<file path="src/rtl/dense_3_ctrl.sv">
// Dense-layer sequencer: walks the weight ROM and input buffer, accumulates one dot product per neuron, emits results.
// Latency: NUM_IN+2 cycles per neuron, done NUM_OUT*(NUM_IN+2)+1 cycles after start; optional DENSE_SAT_EN clamps out_data.
// Backpressure: none; start is only honoured in IDLE and results are strobed once on out_valid.
module dense_3_ctrl #(
    parameter int NUM_IN     = 169,
    parameter int NUM_OUT    = 3,
    parameter int ADDR_W     = 10,
    parameter int X_ADDR_W   = 8,
    parameter int DATA_W     = 8,
    parameter int ACC_W      = 24,
    parameter int OFFSET_ENT = 1
) (
    input  logic                clk,
    input  logic                rst,
    input  logic                start,
    output logic                busy,
    output logic                done,
    output logic                w_en,
    output logic [ADDR_W-1:0]   w_addr,
    input  logic [DATA_W-1:0]   w_data,
    output logic                x_en,
    output logic [X_ADDR_W-1:0] x_addr,
    input  logic [DATA_W-1:0]   x_data,
    output logic                out_valid,
    output logic [1:0]          out_idx,
    output logic [ACC_W-1:0]    out_data
);

    typedef enum logic [2:0] {IDLE, RUN, FLUSH, EMIT, DONE} state_t;

    localparam logic signed [ACC_W-1:0] SAT_MAX = ACC_W'(2**(DATA_W-1) - 1);
    localparam logic signed [ACC_W-1:0] SAT_MIN = ACC_W'(-(2**(DATA_W-1)));

    state_t                     state, state_nxt;
    logic [X_ADDR_W-1:0]        i;
    logic [1:0]                 o;
    logic [ADDR_W-1:0]          base;
    logic [ADDR_W-1:0]          w_addr_q;
    logic [X_ADDR_W-1:0]        x_addr_q;
    logic                       pv;
    logic signed [ACC_W-1:0]    acc, acc_nxt, prod, x_ext, w_ext, res;
    logic                       valid_q;
    logic [1:0]                 idx_q;
    logic [ACC_W-1:0]           data_q;

    always_comb begin
        state_nxt = state;
        busy      = 1'b0;
        done      = 1'b0;
        w_en      = 1'b0;
        x_en      = 1'b0;
        w_addr    = w_addr_q;
        x_addr    = x_addr_q;
        case (state)
            IDLE: if (start) state_nxt = RUN;
            RUN: begin
                busy   = 1'b1;
                w_en   = 1'b1;
                x_en   = 1'b1;
                w_addr = base + ADDR_W'(i);
                x_addr = i;
                if (i == X_ADDR_W'(NUM_IN - 1)) state_nxt = FLUSH;
            end
            FLUSH: begin
                busy      = 1'b1;
                state_nxt = EMIT;
            end
            EMIT: begin
                busy      = 1'b1;
                state_nxt = (o == 2'(NUM_OUT - 1)) ? DONE : RUN;
            end
            DONE: begin
                done      = 1'b1;
                state_nxt = IDLE;
            end
            default: state_nxt = IDLE;
        endcase
    end

    // Input is unsigned plus a signed offset; weight is signed. Product wraps into ACC_W.
    always_comb begin
        x_ext   = $signed({{(ACC_W-DATA_W){1'b0}}, x_data}) + $signed(ACC_W'(OFFSET_ENT));
        w_ext   = $signed({{(ACC_W-DATA_W){w_data[DATA_W-1]}}, w_data});
        prod    = x_ext * w_ext;
        acc_nxt = pv ? acc + prod : acc;
`ifdef DENSE_SAT_EN
        if (acc_nxt > SAT_MAX)      res = SAT_MAX;
        else if (acc_nxt < SAT_MIN) res = SAT_MIN;
        else                        res = acc_nxt;
`else
        res = acc_nxt;
`endif
    end

    always_ff @(posedge clk) begin
        if (rst) begin
            state    <= IDLE;
            i        <= '0;
            o        <= '0;
            base     <= '0;
            acc      <= '0;
            pv       <= 1'b0;
            w_addr_q <= '0;
            x_addr_q <= '0;
            valid_q  <= 1'b0;
            idx_q    <= '0;
            data_q   <= '0;
        end else begin
            state   <= state_nxt;
            pv      <= (state == RUN);
            acc     <= acc_nxt;
            valid_q <= (state == FLUSH);
            if (state == FLUSH) begin
                idx_q  <= o;
                data_q <= res;
            end
            case (state)
                IDLE: if (start) begin
                    i    <= '0;
                    o    <= '0;
                    base <= '0;
                    acc  <= '0;
                end
                RUN: begin
                    i        <= i + 1'b1;
                    w_addr_q <= w_addr;
                    x_addr_q <= x_addr;
                end
                EMIT: begin
                    acc  <= '0;
                    i    <= '0;
                    base <= base + ADDR_W'(NUM_IN);
                    if (o != 2'(NUM_OUT - 1)) o <= o + 1'b1;
                end
                default: ;
            endcase
        end
    end

    assign out_valid = valid_q;
    assign out_idx   = idx_q;
    assign out_data  = data_q;

endmodule

</file>
<file path="config.mk">
export PLATFORM = sky130hd
export DESIGN_NAME = dense_3_ctrl
export DESIGN_NICKNAME = d
export VERILOG_FILES = /design/src/rtl/dense_3_ctrl.sv
export SDC_FILE = /design/constraint.sdc
export NUM_CORES = 1
export LEC_CHECK = 0
export CAP_MARGIN = 0
export CORE_MARGIN = 2
export CORE_UTILIZATION = 40
export CTS_CLUSTER_SIZE = 25
export DETAILED_ROUTE_END_ITERATION = 8
export PLACE_DENSITY = 0.7
export SLEW_MARGIN = 10
export SYNTH_ARGS = -nofsm -noshare
export SYNTH_HDL_FRONTEND = slang
export SYNTH_SLANG_ARGS = --single-unit
</file>
<file path="constraint.sdc">
create_clock -name clk -period 24.4 [get_ports clk]
set_input_delay 7.32 -clock clk [delete_from_list [all_inputs] [get_ports clk]]
set_output_delay 7.32 -clock clk [all_outputs]
set_load 0.02 [all_outputs]
</file>
Word level (Yosys, flattened, before mapping) --
Index checks and enable logic that the tools add are counted.
Cells by class: add/sub/neg operators 6, multiply operators 1, muxes and demuxes 19, equality and inequality tests 10, reduce and logical (&&, ||, !) cells 8
Operator list (number):
- $mux 24 | 2
- $pmux 24 s2 | 1
- $add 24x18->24 | 1
- $pmux 8 s3 | 1
- $mux 10 | 2
- $pmux 10 s2 | 1
- $mul 10x8->18 | 1
- $mux 8 | 2
- $pmux 3 s4 | 1
- $add 10x8->10 | 1
- $add 10x8->10 const B | 1
- $add 8x1->9 const B | 1
- $mux 3 | 3
- $add 8x1->8 const B | 1
- $eq 8x8->1 const B | 1
- $ne 2x2->1 const B | 4
- $eq 3x2->1 const B | 2
- $reduce_and 2->1 | 3
- $mux 2 | 2
- $pmux 2 s2 | 1
- $eq 3x1->1 const B | 1
- $eq 3x3->1 const B | 1
- $logic_not 3->1 | 1
- $mux 1 | 3
- other kinds (6) | 6
Storage, ports and cells: input bits 19, bits in registers 93, output and inout bits 49

Logic depth before layout (Yosys ltp) --
Gate-level depths: netlist (run 1).
word-level depth 6, gate-level depth with buffers 23, depth with buffers taken out 22

Worst setup path after synthesis (run 1) --
OpenSTA, ideal clock, no wires.
kind input-to-reg, from in x_data[0], to reg data_q[23] (netlist: out_data[23]), buffers on the path 1, library setup time 0.091 ns, cell stages on the path 21, arrival time 12.695 ns, data required time 24.309 ns, path slack 11.614 ns, cells stage by stage clkbuf_1 -> nand2_1 -> nor2_1 -> nand3_1 -> xnor2_1 -> nand2_1 -> fa_1 -> inv_1 -> fa_1 -> fa_1 -> fa_1 -> fa_1 -> ha_1 -> and2_1 -> a221oi_1 -> a21o_1 -> a21bo_1 -> a31oi_1 -> xnor2_1 -> or3_1 -> a311oi_1
Between the ends: longest elaborated chain between the ends 4
RTL lines:
- from (decl) | line 23 | input logic [DATA_W-1:0] x_data,
- $add 8x1->9 | line 82 | x_ext = $signed({{(ACC_W-DATA_W){1'b0}}, x_data}) + $signed(ACC_W'(OFFSET_ENT));
- $mul 10x8->18 | line 84 | prod = x_ext * w_ext;
- $add 24x18->24 | line 85 | acc_nxt = pv ? acc + prod : acc;
- $mux 24 | line 85
- to (signal assigned) | line 115 | data_q <= res;
- to (decl) | line 44 | logic [ACC_W-1:0] data_q;
Every way passes these cells. A chain may end at the register's enable or synchronous reset.

Worst setup path in the final report (run 1) --
from in x_data[0], to reg data_q[21] (netlist: out_data[21])
The elaborated chain is that of the path after synthesis.

==> flow_metrics.env, run 1 <==
export IMPL_grt_util_all_layers_pct=16.47
export IMPL_fp_coreArea_um2=18090
export IMPL_hold_path_class="reg -> reg"
export IMPL_first_pass_iters=6
export IMPL_skew_ns=0.009581
export IMPL_criticalPathCategory="in -> reg"
export IMPL_regArea_um2=1862
export IMPL_clk_pin_slew_ns=0.07
export IMPL_drive_gt1_share_pct=2.895
export IMPL_worstSetupEndpointType="flop"
export IMPL_max_freq_mhz=73.71
export IMPL_gp_congestion=0.8468
export IMPL_power_leakage_nw=3.741
export IMPL_cts_sinks=93
export IMPL_setup_slack_ns=10.83
export IMPL_io_pins=68
export IMPL_n_fill_cell=1751
export IMPL_die_w_um=140.1
export IMPL_synthTopCellsByArea="dfxtp_1 (25%), fa_1 (16%), ha_1 (15%)"
export IMPL_finalPower_w=0.0006006
export IMPL_die_h_um=140.1
export IMPL_synth_top_cell_by_area="dfxtp_1"
export IMPL_avgViaCountPerCell=5.157
export IMPL_setup_tns_ns=0
export IMPL_cts_buffers=9
export IMPL_hold_slack_ns=0.4613
export IMPL_reg2reg_to="out_data[21]$_SDFFE_PP0P_"
export IMPL_nets=1058
export IMPL_final_cell_mix="nand2_1 (97), dfxtp_1 (93), nor2_1 (92)"
export IMPL_synth_top_cell_area_share_pct=25.14
export IMPL_synth_top_flop_cell="dfxtp_1"
export IMPL_antenna_found_initial=0
export IMPL_crit_arrival_ns=13.74
export IMPL_cap_viol_max_count=0
export IMPL_ys_seq_area_share_pct=25.14
export IMPL_postCtsResizedCells=0
export IMPL_grt_max_degree=65
export IMPL_multi_input_area_um2=5080
export IMPL_maxSlewViolCount=0
export IMPL_synth_edff_count=0
export IMPL_cp_max_fo=11
export IMPL_place_ws_ns=10.49
export IMPL_htree_levels=3
export IMPL_syn_to_final_growth_pct=14.95
export IMPL_wl_per_cell_um=13.93
export IMPL_holdBufCountCts=0
export IMPL_rsz0062_at_grt="no"
export IMPL_min_period_ns=13.57
export IMPL_post_cts_buffers=0
export IMPL_yosysUniqueCellTypes=51
export IMPL_clock_latency_ns=0.35
export IMPL_grt_pass1_wl_um=26520
export IMPL_reg2reg_from="acc[6]$_SDFF_PP0_"
export IMPL_violations="design-rule violations"
export IMPL_ff2ff_setup_slack_ns=19.27
export IMPL_hold_start="out_idx[0]$_SDFFE_PP0P_"
export IMPL_hold_viol_final=0
export IMPL_r2r_cells=18
export IMPL_num_rows=49
export IMPL_peakVddDrop_uv=54.06
export IMPL_startpoint_type="primary input"
export IMPL_grt_pass1_vias=5564
export IMPL_synth_nets=1014
export IMPL_drt_iter0_drc=301
export IMPL_die_area_um2=19620
export IMPL_ys_ff_latch=93
export IMPL_worstHoldPathCells=2
export IMPL_route_detailed_drc=2
export IMPL_avgSynthCellArea_um2=8.725
export IMPL_antenna_left=0
export IMPL_port_buffers=67
export IMPL_ctsRootBufferMaster="clkbuf_16"
export IMPL_relSlewSlack_pct=29.81
export IMPL_clk_path_buf_depth=2
export IMPL_yosys_warnings=0
export IMPL_powerDensity_nw_per_um2=70.54
export IMPL_period_share_pct=55.60
export IMPL_required_ns=24.57
export IMPL_async_flop_share_pct=0
export IMPL_netlist_area_um2=7407
export IMPL_start_util_pct=40.95
export IMPL_final_util_pct=47.08
export IMPL_routed_wl_um=15700
export IMPL_finalSetupViolations=0
export IMPL_cts_tree="yes"
export IMPL_hold_end="out_idx[0]$_SDFFE_PP0P_"
export IMPL_synth_cells=849
export IMPL_tightest_slew_ns=1.050
export IMPL_routed_via_count=5812
export IMPL_dp_hpwl_um=12140
export IMPL_diodes=0
export IMPL_status="finished with violations"
export IMPL_layout_commonest_cell="nand2_1"
export IMPL_grt_ovfl_total=0
[state kept, by name (all words and copies together), names as in the netlist]
name,flops
acc,24
base,10
i,8
o,2
out_data,24
out_idx,2
out_valid,1
pv,1
state,3
w_addr_q,10
x_addr_q,8
[worst max-delay path, cell delays in order]
cell and delay (ns):
clkdlybuf4s50_1 0.68, ha_1 0.28, nand2_1 0.07, nor2_1 0.14, xor2_1 0.54, nand2_1 0.16
fa_1 0.53, inv_1 0.05, fa_1 0.51, fa_1 0.43, fa_1 0.57, fa_1 0.42
ha_1 0.35, and2_1 0.19, a221oi_1 0.34, nand2_1 0.17, a31oi_1 0.33, o41ai_1 0.13
mux2i_1 0.13, a211oi_1 0.26, a211oi_1 0.13
[layer usage]
layer / wire [µm] / vias to the layer above / GRT usage, %
met5: 0 / - / 0
met3: 604 / 11 / 3.009
met2: 7445 / 90 / 27.72
met1: 7519 / 2783 / 22.33
met4: 130 / 0 / 3.349
li1: - / 2928 / -
[final cells by class]
| cell class | count | area share (%) |
|---|---|---|
| repair buffers | 70 | 8.082 |
| clock inverters | 5 | 0.7494 |
| flip-flops and latches | 93 | 21.87 |
| inverters | 75 | 3.306 |
| clock buffers | 11 | 2.968 |
| multi-input cells | 644 | 59.66 |
| well taps | 229 | 3.365 |
[report_power, final]
group          switching (W)  internal [W]  leakage, nW
Sequential        0.00000313      0.000156        0.751
Clock              0.0000627     0.0000864        0.158
Combinational       0.000169      0.000123         2.83
[cell families (layout without fill, tap and decap cells)]
logic type	count (synthesis)	count (layout)	share of synthesized area, %
AO/OA/AOI/OAI	148	148	12.64
XOR/XNOR	37	37	4.375
adder cells (fa/ha/maj)	146	146	30.64
buffers and inverters	112	161	6.385
flip-flops	93	93	25.14
multiplexers	18	18	2.449
AND/OR/NAND/NOR	295	295	18.38
[synthesized netlist by cell type (5+ instances only)]
master and number:
xor2_1 17, nand3_1 12, a311oi_1 5, nor3_1 8, a31oi_1 12, and3_1 5
o21ai_0 24, clkbuf_1 25, nor2b_1 20, xnor2_1 20, nand2_1 97, a21oi_1 49
nand2b_1 5, a211oi_1 25, a21o_1 9, mux2i_1 17, ha_1 87, inv_1 74
nand3b_1 5, fa_1 59, nor2_1 93, and2_1 32, dfxtp_1 93
[through the flow]
stage / instances / cell area [µm²]
2_1_floorplan: 849 / 7407
3_3_place_gp: 1111 / 8198
3_5_place_dp: 1111 / 8198
4_1_cts: 1127 / 8514
5_1_grt: 1127 / 8514
6_report: 1127 / 8514
[worst max-delay path by stage]
| stage | startpoint | endpoint | slack [ns] | cells after the start |
|---|---|---|---|---|
| after floorplan | x_data[0] | out_data[23]$_SDFFE_PP0P_ | 11.61 | 21 |
| after global placement | x_data[0] | out_data[23]$_SDFFE_PP0P_ | 10.71 | 21 |
| after detailed placement | x_data[0] | out_data[21]$_SDFFE_PP0P_ | 10.49 | 21 |
| after CTS | x_data[0] | out_data[21]$_SDFFE_PP0P_ | 10.83 | 21 |
| after global routing | x_data[0] | out_data[21]$_SDFFE_PP0P_ | 10.29 | 21 |
| final | x_data[0] | out_data[21]$_SDFFE_PP0P_ | 10.83 | 21 |
(Power assumes the default switching activity.)
==> run 2: changes to the inputs <==
--- a/config.mk
+++ b/config.mk
@@ -10,7 +10,7 @@
 export CORE_UTILIZATION = 40
 export CTS_CLUSTER_SIZE = 25
 export DETAILED_ROUTE_END_ITERATION = 8
-export PLACE_DENSITY = 0.7
+export PLACE_DENSITY = 0.72
 export SLEW_MARGIN = 10
 export SYNTH_ARGS = -nofsm -noshare
 export SYNTH_HDL_FRONTEND = slang
==> constraint.sdc (replaced) <==
create_clock -name clk -period 12.47 [get_ports clk]
set_input_delay 3.741 -clock clk [delete_from_list [all_inputs] [get_ports clk]]
set_output_delay 3.741 -clock clk [all_outputs]
set_load 0.02 [all_outputs]
==> flow_metrics.env, run 2 (synthesis results as in run 1) <==
export IMPL_htree_levels=3
export IMPL_nets=1058
export IMPL_diodes=0
export IMPL_relSlewSlack_pct=30.74
export IMPL_grt_ovfl_total=0
export IMPL_grtUsageMet3_pct=2.906
export IMPL_crit_buf_inv=2
export IMPL_route_detailed_drc=4
export IMPL_antenna_left=0
export IMPL_drt_iter0_drc=341
export IMPL_cts_buffers=9
export IMPL_p_seq_share_pct=26.8
export IMPL_use_met1_pct=23.25
export IMPL_gp_congestion=0.8807
export IMPL_postCtsResizedCells=0
export IMPL_cts_sinks=93
export IMPL_cp_slowest_stage_delay_ns=0.71
export IMPL_period_share_pct=80.51
export IMPL_cap_viol_max_count=0
export IMPL_avgViaCountPerCell=5.186
export IMPL_max_freq_mhz=99.61
export IMPL_antenna_found_initial=0
export IMPL_hold_slack_ns=0.4627
export IMPL_grt_pass1_wl_um=27680
export IMPL_die_w_um=140.1
export IMPL_peakVddDrop_uv=113.0
export IMPL_skew_ns=0.01035
export IMPL_io_pins=68
export IMPL_fp_coreArea_um2=18090
export IMPL_routed_wl_um=16370
export IMPL_grt_util_all_layers_pct=17.19
export IMPL_routed_via_count=5839
export IMPL_power_frac_comb_pct=49.2
export IMPL_powerDensity_nw_per_um2=136.8
export IMPL_cp_cell_sequence="clkdlybuf4s50_1 -> ha_1 -> nand2_1 -> nor2_1 -> xor2_1 -> nand2_1 -> fa_1 -> inv_1 -> fa_1 -> fa_1 -> fa_1 -> fa_1 -> ha_1 -> and2_1 -> a221oi_1 -> nand2_1 -> a31oi_1 -> o41ai_1 -> mux2i_1 -> a211oi_1 -> a211oi_1"
export IMPL_slowest_stage="clkdlybuf4s50_1"
export IMPL_clkPwrFrac_pct=24.0
export IMPL_finalPower_w=0.001163
export IMPL_criticalPathCategory="in -> reg"
export IMPL_timing_critical_path_mode_cell="fa_1"
export IMPL_layout_commonest_cell="nand2_1"
export IMPL_ctsRootBufferMaster="clkbuf_16"
export IMPL_clk_pin_slew_ns=0.07
export IMPL_wl_per_cell_um=14.53
export IMPL_design_area_um2=8497
export IMPL_post_cts_buffers=0
export IMPL_switching_share_pct=39.13
export IMPL_clk_path_buf_depth=2
export IMPL_cp_top_family="adder cells"
export IMPL_start_util_pct=40.95
export IMPL_die_h_um=140.1
export IMPL_first_pass_iters=7
export IMPL_port_buffers=67
export IMPL_startpoint_type="primary input"
export IMPL_num_rows=49
export IMPL_maxSlewViolCount=0
export IMPL_dp_hpwl_um=12640
export IMPL_grt_max_degree=65
export IMPL_final_cell_mix="nand2_1 (97), dfxtp_1 (93), nor2_1 (92)"
export IMPL_cp_max_fo=11
export IMPL_violations="design-rule violations"
export IMPL_syn_to_final_growth_pct=14.71
export IMPL_required_ns=12.65
export IMPL_crit_arrival_ns=10.22
export IMPL_grt_use_met2_pct=28.88
export IMPL_grt_pass1_vias=5730
export IMPL_clock_latency_ns=0.35
export IMPL_power_leakage_nw=3.728
export IMPL_dpl_cell_area_um2=8198
export IMPL_power_switching_w=0.0004549
export IMPL_power_internal_w=0.0007077
export IMPL_n_fill_cell=1745
export IMPL_holdBufCountCts=0
export IMPL_min_period_ns=10.04
export IMPL_finalSetupViolations=0
export IMPL_setup_tns_ns=0
export IMPL_rsz0062_at_grt="no"
export IMPL_hold_path_class="reg -> reg"
export IMPL_cts_tree="yes"
export IMPL_worstSetupEndpointType="flop"
export IMPL_drive_gt1_share_pct=2.676
export IMPL_hold_viol_final=0
export IMPL_die_area_um2=19620
export IMPL_status="finished with violations"
export IMPL_tightest_slew_ns=1.036
export IMPL_busiest_layer="met2"
[run 2: changes by cell type in the layout (fill, tap and decap cells not counted)]
cell,previous run,this run
clkbuf_8,2,1
inv_8,1,0
inv_6,2,1
clkinv_4,0,2
clkbuf_1,0,1
clkinv_2,1,0
[run 2: worst paths after layout]
path | start | end | slack, ns | cells past startpoint
min | w_addr_q[4]$_SDFFE_PP0P_ | w_addr_q[4]$_SDFFE_PP0P_ | 0.46 | 2
max | x_data[0] | out_data[21]$_SDFFE_PP0P_ | 2.43 | 21
min reg2reg | w_addr_q[4]$_SDFFE_PP0P_ | w_addr_q[4]$_SDFFE_PP0P_ | 0.46 | 2
max reg2reg | acc[4]$_SDFF_PP0_ | out_data[18]$_SDFFE_PP0P_ | 7.34 | 19
[run 2: area by class of cell]
cell class                 instances  area [µm²]  area share (%)
timing repair buffer              70       688.2           8.099
clock buffer                      11       242.7           2.857
tap                              229       286.5           3.372
multi-input combinational        644        5080           59.78
inverter                          75       281.5           3.313
sequential                        93        1862           21.91
clock inverter                     4       56.30          0.6626
[run 2: worst reg2reg max path, cell delays in order, from the launching register on]
cell and delay [ns]:
dfxtp_1 0.33, inv_1 0.07, fa_1 0.53, inv_1 0.05
fa_1 0.45, ha_1 0.29, inv_1 0.05, fa_1 0.52
inv_1 0.04, ha_1 0.28, ha_1 0.23, fa_1 0.43
a211oi_1 0.32, o21bai_1 0.15, a31oi_1 0.21, nand2_1 0.16
a31oi_1 0.34, xnor2_1 0.17, nand2_1 0.09, a311oi_1 0.30
[run 2: routing by layer]
metal / part of all wire (%) / routed length (µm)
met5: 0 / 0
met4: 1.8 / 289
met3: 3.2 / 527
met2: 49 / 7976
met1: 46 / 7572
[run 2: through the flow]
stage / std cells / utilization [%] / worst slack [ns]
3_3_place_gp: 1111 / 45.33 / 2.323
5_1_grt: 1126 / 46.98 / 2.075
3_5_place_dp: 1111 / 45.33 / 2.094
4_1_cts: 1126 / 46.98 / 2.454
6_report: 1126 / 46.98 / 2.431
2_1_floorplan: 849 / - / 3.263
[run 2: power groups by stage]
stage / clock network (W) / registers, W / logic, W
global route: 0.000296 / 0.000313 / 0.000664
finish: 0.000279 / 0.000312 / 0.000571
detailed placement: 0 / 0.000319 / 0.000577
floorplan: 0 / 0.000317 / 0.000455
CTS: 0.000282 / 0.000312 / 0.000579
global placement: 0 / 0.000318 / 0.000562
==> run 3: changes to the inputs <==
--- a/config.mk
+++ b/config.mk
@@ -10,7 +10,7 @@
 export CORE_UTILIZATION = 40
 export CTS_CLUSTER_SIZE = 25
 export DETAILED_ROUTE_END_ITERATION = 8
-export PLACE_DENSITY = 0.72
+export PLACE_DENSITY = 0.7
 export SLEW_MARGIN = 10
 export SYNTH_ARGS = -nofsm -noshare
 export SYNTH_HDL_FRONTEND = slang
==> constraint.sdc (replaced) <==
create_clock -name clk -period 10.5 [get_ports clk]
set_input_delay 3.15 -clock clk [delete_from_list [all_inputs] [get_ports clk]]
set_output_delay 3.15 -clock clk [all_outputs]
set_load 0.02 [all_outputs]
==> flow_metrics.env, run 3 (synthesis results as in run 1) <==
export IMPL_maxSlewViolCount=0
export IMPL_tightest_slew_ns=1.030
export IMPL_final_cell_mix="nand2_1 (97), dfxtp_1 (93), nor2_1 (92)"
export IMPL_cp_max_fo=11
export IMPL_cp_slowest_stage_delay_ns=0.69
export IMPL_io_pins=68
export IMPL_criticalPathCategory="in -> reg"
export IMPL_design_area_um2=8514
export IMPL_cap_viol_max_count=0
export IMPL_dp_hpwl_um=12210
export IMPL_grt_pass1_vias=5654
export IMPL_die_h_um=140.1
export IMPL_fp_coreArea_um2=18090
export IMPL_hold_start="out_idx[1]$_SDFFE_PP0P_"
export IMPL_period_share_pct=89.08
export IMPL_grt_pass1_wl_um=26830
export IMPL_post_cts_buffers=0
export IMPL_antenna_left=0
export IMPL_violations="design-rule violations"
export IMPL_grt_util_all_layers_pct=16.72
export IMPL_startpoint_type="primary input"
export IMPL_diodes=0
export IMPL_max_freq_mhz=106.9
export IMPL_num_rows=49
export IMPL_r2r_cells=19
export IMPL_hold_slack_ns=0.4595
export IMPL_final_util_pct=47.08
export IMPL_finalSetupViolations=0
export IMPL_worstSetupEndpointType="flop"
export IMPL_place_ws_ns=0.8223
export IMPL_status="finished with violations"
export IMPL_cts_sinks=93
export IMPL_routed_wl_um=15700
export IMPL_avgViaCountPerCell=5.158
export IMPL_crit_arrival_ns=9.53
export IMPL_cp_cell_sequence="clkdlybuf4s50_1 -> ha_1 -> nand2_1 -> nor2_1 -> xor2_1 -> nand2_1 -> fa_1 -> inv_1 -> fa_1 -> fa_1 -> fa_1 -> fa_1 -> ha_1 -> and2_1 -> a221oi_1 -> nand2_1 -> a31oi_1 -> o41ai_1 -> mux2i_1 -> a211oi_1 -> a211oi_1"
export IMPL_start_util_pct=40.95
export IMPL_setup_slack_ns=1.146
export IMPL_clock_latency_ns=0.34
export IMPL_die_w_um=140.1
export IMPL_die_area_um2=19620
export IMPL_nets=1058
export IMPL_layout_commonest_cell="nand2_1"
export IMPL_routed_via_count=5813
export IMPL_antenna_found_initial=0
export IMPL_wl_per_cell_um=13.93
export IMPL_setup_tns_ns=0
export IMPL_clk_path_buf_depth=2
export IMPL_route_detailed_drc=2
export IMPL_skew_ns=0.006886
export IMPL_relSlewSlack_pct=31.17
export IMPL_ctsRootBufferMaster="clkbuf_16"
export IMPL_grt_ovfl_total=0
export IMPL_port_buffers=67
export IMPL_timing_critical_path_mode_cell="fa_1"
export IMPL_hold_viol_final=0
export IMPL_cts_buffers=9
export IMPL_grt_max_degree=65
export IMPL_hold_path_class="reg -> reg"
export IMPL_rsz0062_at_grt="no"
export IMPL_peakVddDrop_uv=122.4
export IMPL_syn_to_final_growth_pct=14.95
export IMPL_dpl_cell_area_um2=8198
export IMPL_min_period_ns=9.354
export IMPL_drt_iter0_drc=272
export IMPL_powerDensity_nw_per_um2=163.6
export IMPL_htree_levels=3
export IMPL_postCtsResizedCells=0
export IMPL_reg2reg_to="out_data[20]$_SDFFE_PP0P_"
export IMPL_cts_tree="yes"
export IMPL_gp_congestion=0.8468
export IMPL_setup_worst_path_start="x_data[0]"
export IMPL_power_leakage_nw=3.741
export IMPL_critPathCapture="out_data[21]$_SDFFE_PP0P_"
export IMPL_slowest_stage="clkdlybuf4s50_1"
export IMPL_ff2ff_setup_slack_ns=5.40
export IMPL_first_pass_iters=6
export IMPL_clk_pin_slew_ns=0.07
export IMPL_drive_gt1_share_pct=2.895
export IMPL_holdBufCountCts=0
export IMPL_reg2reg_from="acc[4]$_SDFF_PP0_"
export IMPL_required_ns=10.68
## run 3: cell types whose count changed in the layout (fill, tap and decap cells not counted)
cell	delta
inv_6	+1
clkinv_4	-2
clkinv_2	+1
clkbuf_8	+1
clkbuf_1	-1
inv_8	+1
## run 3: how the worst min path moves through the flow
stage               cells past startpoint                  endpoint  slack [ns]
finish                                  2   out_idx[1]$_SDFFE_PP0P_        0.46
global route                            2   out_idx[0]$_SDFFE_PP0P_        0.48
CTS                                     2   out_idx[1]$_SDFFE_PP0P_        0.46
detailed placement                      2   out_idx[1]$_SDFFE_PP0P_        0.45
global placement                        2  w_addr_q[4]$_SDFFE_PP0P_        0.45
floorplan                               2  w_addr_q[3]$_SDFFE_PP0P_        0.44
## run 3: per-layer routing
layer,part of all wire [%],vias up,track usage (%),wire length (µm)
li1,-,2931,-,-
met1,47,2786,22.25,7369
met2,48,80,27.92,7507
met3,4.1,16,3.419,646
met4,1.1,0,4.306,172
met5,0,-,0,0
## run 3: worst max-delay path, delay by kind of cell
kind / cells / cell delay [ns]
XOR/XNOR: 1 / 0.55
multiplexers: 1 / 0.13
adder cells (fa/ha/maj): 7 / 3.08
buffers and inverters: 2 / 0.74
AO/OA/AOI/OAI: 5 / 1.15
AND/OR/NAND/NOR: 5 / 0.72
## run 3: report_power, final
| group | switching [W] | internal [W] |
|---|---|---|
| combinational | 0.000396 | 0.000286 |
| clock | 0.000140 | 0.000200 |
| sequential | 0.00000728 | 0.000363 |
## run 3: final cells by class
cell class | instances | area (µm²)
Clock inverter | 5 | 63.81
Fill cell | 1748 | 9572
Multi-Input combinational cell | 644 | 5080
Clock buffer | 11 | 252.7
Timing Repair Buffer | 70 | 688.2
Tap cell | 229 | 286.5
Inverter | 75 | 281.5
Sequential cell | 93 | 1862
## run 3: through the flow
stage	power, W	cells
floorplan	0.0009167	849
global placement	0.001049	1111
detailed placement	0.001062	1111
CTS	0.001410	1127
global route	0.001523	1127
finish	0.001393	1127
==> patch, RTL diff (config.mk and constraints of run 3) <==
The option `DENSE_SAT_EN` is turned on by a define.
--- a/src/rtl/dense_3_ctrl.sv
+++ b/src/rtl/dense_3_ctrl.sv
@@ -1,6 +1,8 @@
 // Dense-layer sequencer: walks the weight ROM and input buffer, accumulates one dot product per neuron, emits results.
 // Latency: NUM_IN+2 cycles per neuron, done NUM_OUT*(NUM_IN+2)+1 cycles after start; optional DENSE_SAT_EN clamps out_data.
 // Backpressure: none; start is only honoured in IDLE and results are strobed once on out_valid.
+`define DENSE_SAT_EN
+
 module dense_3_ctrl #(
     parameter int NUM_IN     = 169,
     parameter int NUM_OUT    = 3,
Behaviour: same outputs for any inputs over 10 cycles, from zero or initial values and one cycle with rst high; that may be too few to reach the edited logic, so the function may still have changed.
==> patch against run 3 <==
Sequential cell count unchanged; via count increased by 8.7%; power grew 14%; worst setup slack got worse by 0.46 ns; register-to-register slack worse by 0.80 ns; design area grew 6.4%; first-iteration DRC count is 0.37% lower; clock power is 2% lower; synthesized area up 5.9%; count of clock-buffer cells in the layout is 2 lower; routed wire length grew 12%.
==> patch: results (changes against run 3) <==
outcome=finished, final reports clean (was finished, violations left); final layout net count=1124 (was 1058); Post-DP HPWL=13.6 mm (was 12.2 mm); Routability Congestion=0.890 (was 0.847); R2R Setup Slk=4.60 ns (was 5.40 ns); Hold Startpoint=out_data[22] (was out_idx[1]); Worst Hold Path EP=out_data[22] (was out_idx[1]); 1st-pass router iterations=6 (unchanged); worst hold stages=1 (was 2); placed instance area=8750 um^2 (was 8200 um^2); placed cells=1213 (was 1111); ys async rst share=0% (unchanged); post-synthesis cell type count=74 (was 51); worst stage delay on the critical path=0.96 ns (was 0.69 ns); Max VDD drop=0.0853 mV (was 0.122 mV); layout cell share with drive strength beyond 1=5.19% (was 2.90%); relative slew slack=16.7% (was 31.2%); WL/cell=14.3 um (was 13.9 um); crit-path max FO=17 (was 11); Crit Reg-Reg Endpoint=out_data[23] (was out_data[20]); Ys Warns=0 (unchanged); Clock Path Buffers=2 (unchanged); Resized Gates After CTS=0 (unchanged); min-delay worst type=reg2reg (unchanged); Static Leakage=4.06 nW (was 3.74 nW); vias in the first global route=6301 (was 5654); total track usage=17.6% (was 16.7%); diodes inserted=0 (unchanged); sequential share of the synthesized area=23.7% (was 25.1%); Critical Path AT=10.10 ns (was 9.53 ns); initial antenna violation count=0 (unchanged); reg2reg path depth=18 (was 19); first-pass GRT wire length=30.0 mm (was 26.8 mm); Slowest-stage cell, CP=nor2b_1 (was clkdlybuf4s50_1); Fmax achieved=102 MHz (was 107 MHz); commonest cells in the netlist=nand2_1, dfxtp_1, ha_1 (was nand2_1, dfxtp_1, nor2_1); port bufs=67 (unchanged); initial drt markers=271 (was 272); Post CTS Setup Buffer Count=0 (unchanged); top post-synthesis cells by area=dfxtp_1, fa_1, ha_1, nand2_1, inv_1 (was dfxtp_1, fa_1, ha_1, nand2_1, nor2_1); RR Startpoint=acc[6] (was acc[4]); Worst Skew=0.00595 ns (was 0.00689 ns); Worst-Skew Late Latency=0.35 ns; final wirelength=17.6 mm (was 15.7 mm); pre-CTS setup slack=0.370 ns (was 0.822 ns); largest net degree at the start of global routing=42 (was 65); syn avg cell area=8.61 um^2 (was 8.72 um^2); CTS clk-pin slew, worst paths=0.07 ns (about the same); CTS buffer count=9 (unchanged); Vias/cell=5.14 (was 5.16)
patch: metrics by stage:
| stage | hold WS (ns) | util, % | power, mW |
|---|---|---|---|
| after floorplan | 0.440 | - | 1.06 |
| after global placement | 0.434 | 45.3 | 1.24 |
| after detailed placement | 0.438 | 45.3 | 1.25 |
| after CTS | 0.454 | 46.8 | 1.59 |
| after global routing | 0.474 | 46.8 | 1.74 |
| final | 0.450 | 46.8 | 1.58 |
patch: critical path, delay by kind of cell:
kind	cells	cell delay [ns]
AOI/OAI and AO/OA	5	1.14
and+or+nand+nor	3	1.24
xor gates and xnor gates	2	0.67
muxes	1	0.35
buffers and inverters	3	0.74
adders and majority gates	6	2.82
patch: per-layer routing:
| layer | track usage, % | wire, um | vias to the layer above | share of wire, % |
|---|---|---|---|---|
| met4 | 5.78 | 463 | 0 | 2.6 |
| li1 | - | - | 3184 | - |
| met5 | 0 | 0 | - | 0 |
| met3 | 3.05 | 652 | 40 | 3.7 |
| met2 | 30.0 | 8370 | 117 | 48 |
| met1 | 22.8 | 8120 | 2978 | 46 |
patch: how the worst max path moves through the flow:
stage | end | cells after the start
floorplan | out_data[0] | 20
detailed placement | out_data[9] | 20
CTS | out_data[9] | 20
finish | out_data[23] | 20
global route | out_data[20] | 19
global placement | out_data[16] | 20
patch: logic make-up (layout without fill, tap and decap cells):
logic type	after synthesis	count (layout)	synth area share, %
and+or+nand+nor	333	333	20.8
AOI/OAI and AO/OA	168	168	14.9
adders and majority gates	146	146	28.9
buffers and inverters	126	179	6.27
DFF	93	93	23.7
xor gates and xnor gates	27	27	3.01
muxes	18	18	2.33
patch: cell type report:
cell class,instances,area [um^2]
Timing Repair Buffer,77,746
Inverter,86,323
Multi-Input combinational cell,692,5490
Clock inverter,7,78.8
Sequential cell,93,1860
Tap cell,265,332
Fill cell,1874,10300
Clock buffer,9,225
patch: power by group:
part / leakage (nW) / switching, mW / internal (mW)
Sequential: 0.751 / 0.0124 / 0.368
Combinational: 3.16 / 0.526 / 0.342
Clock: 0.144 / 0.147 / 0.188
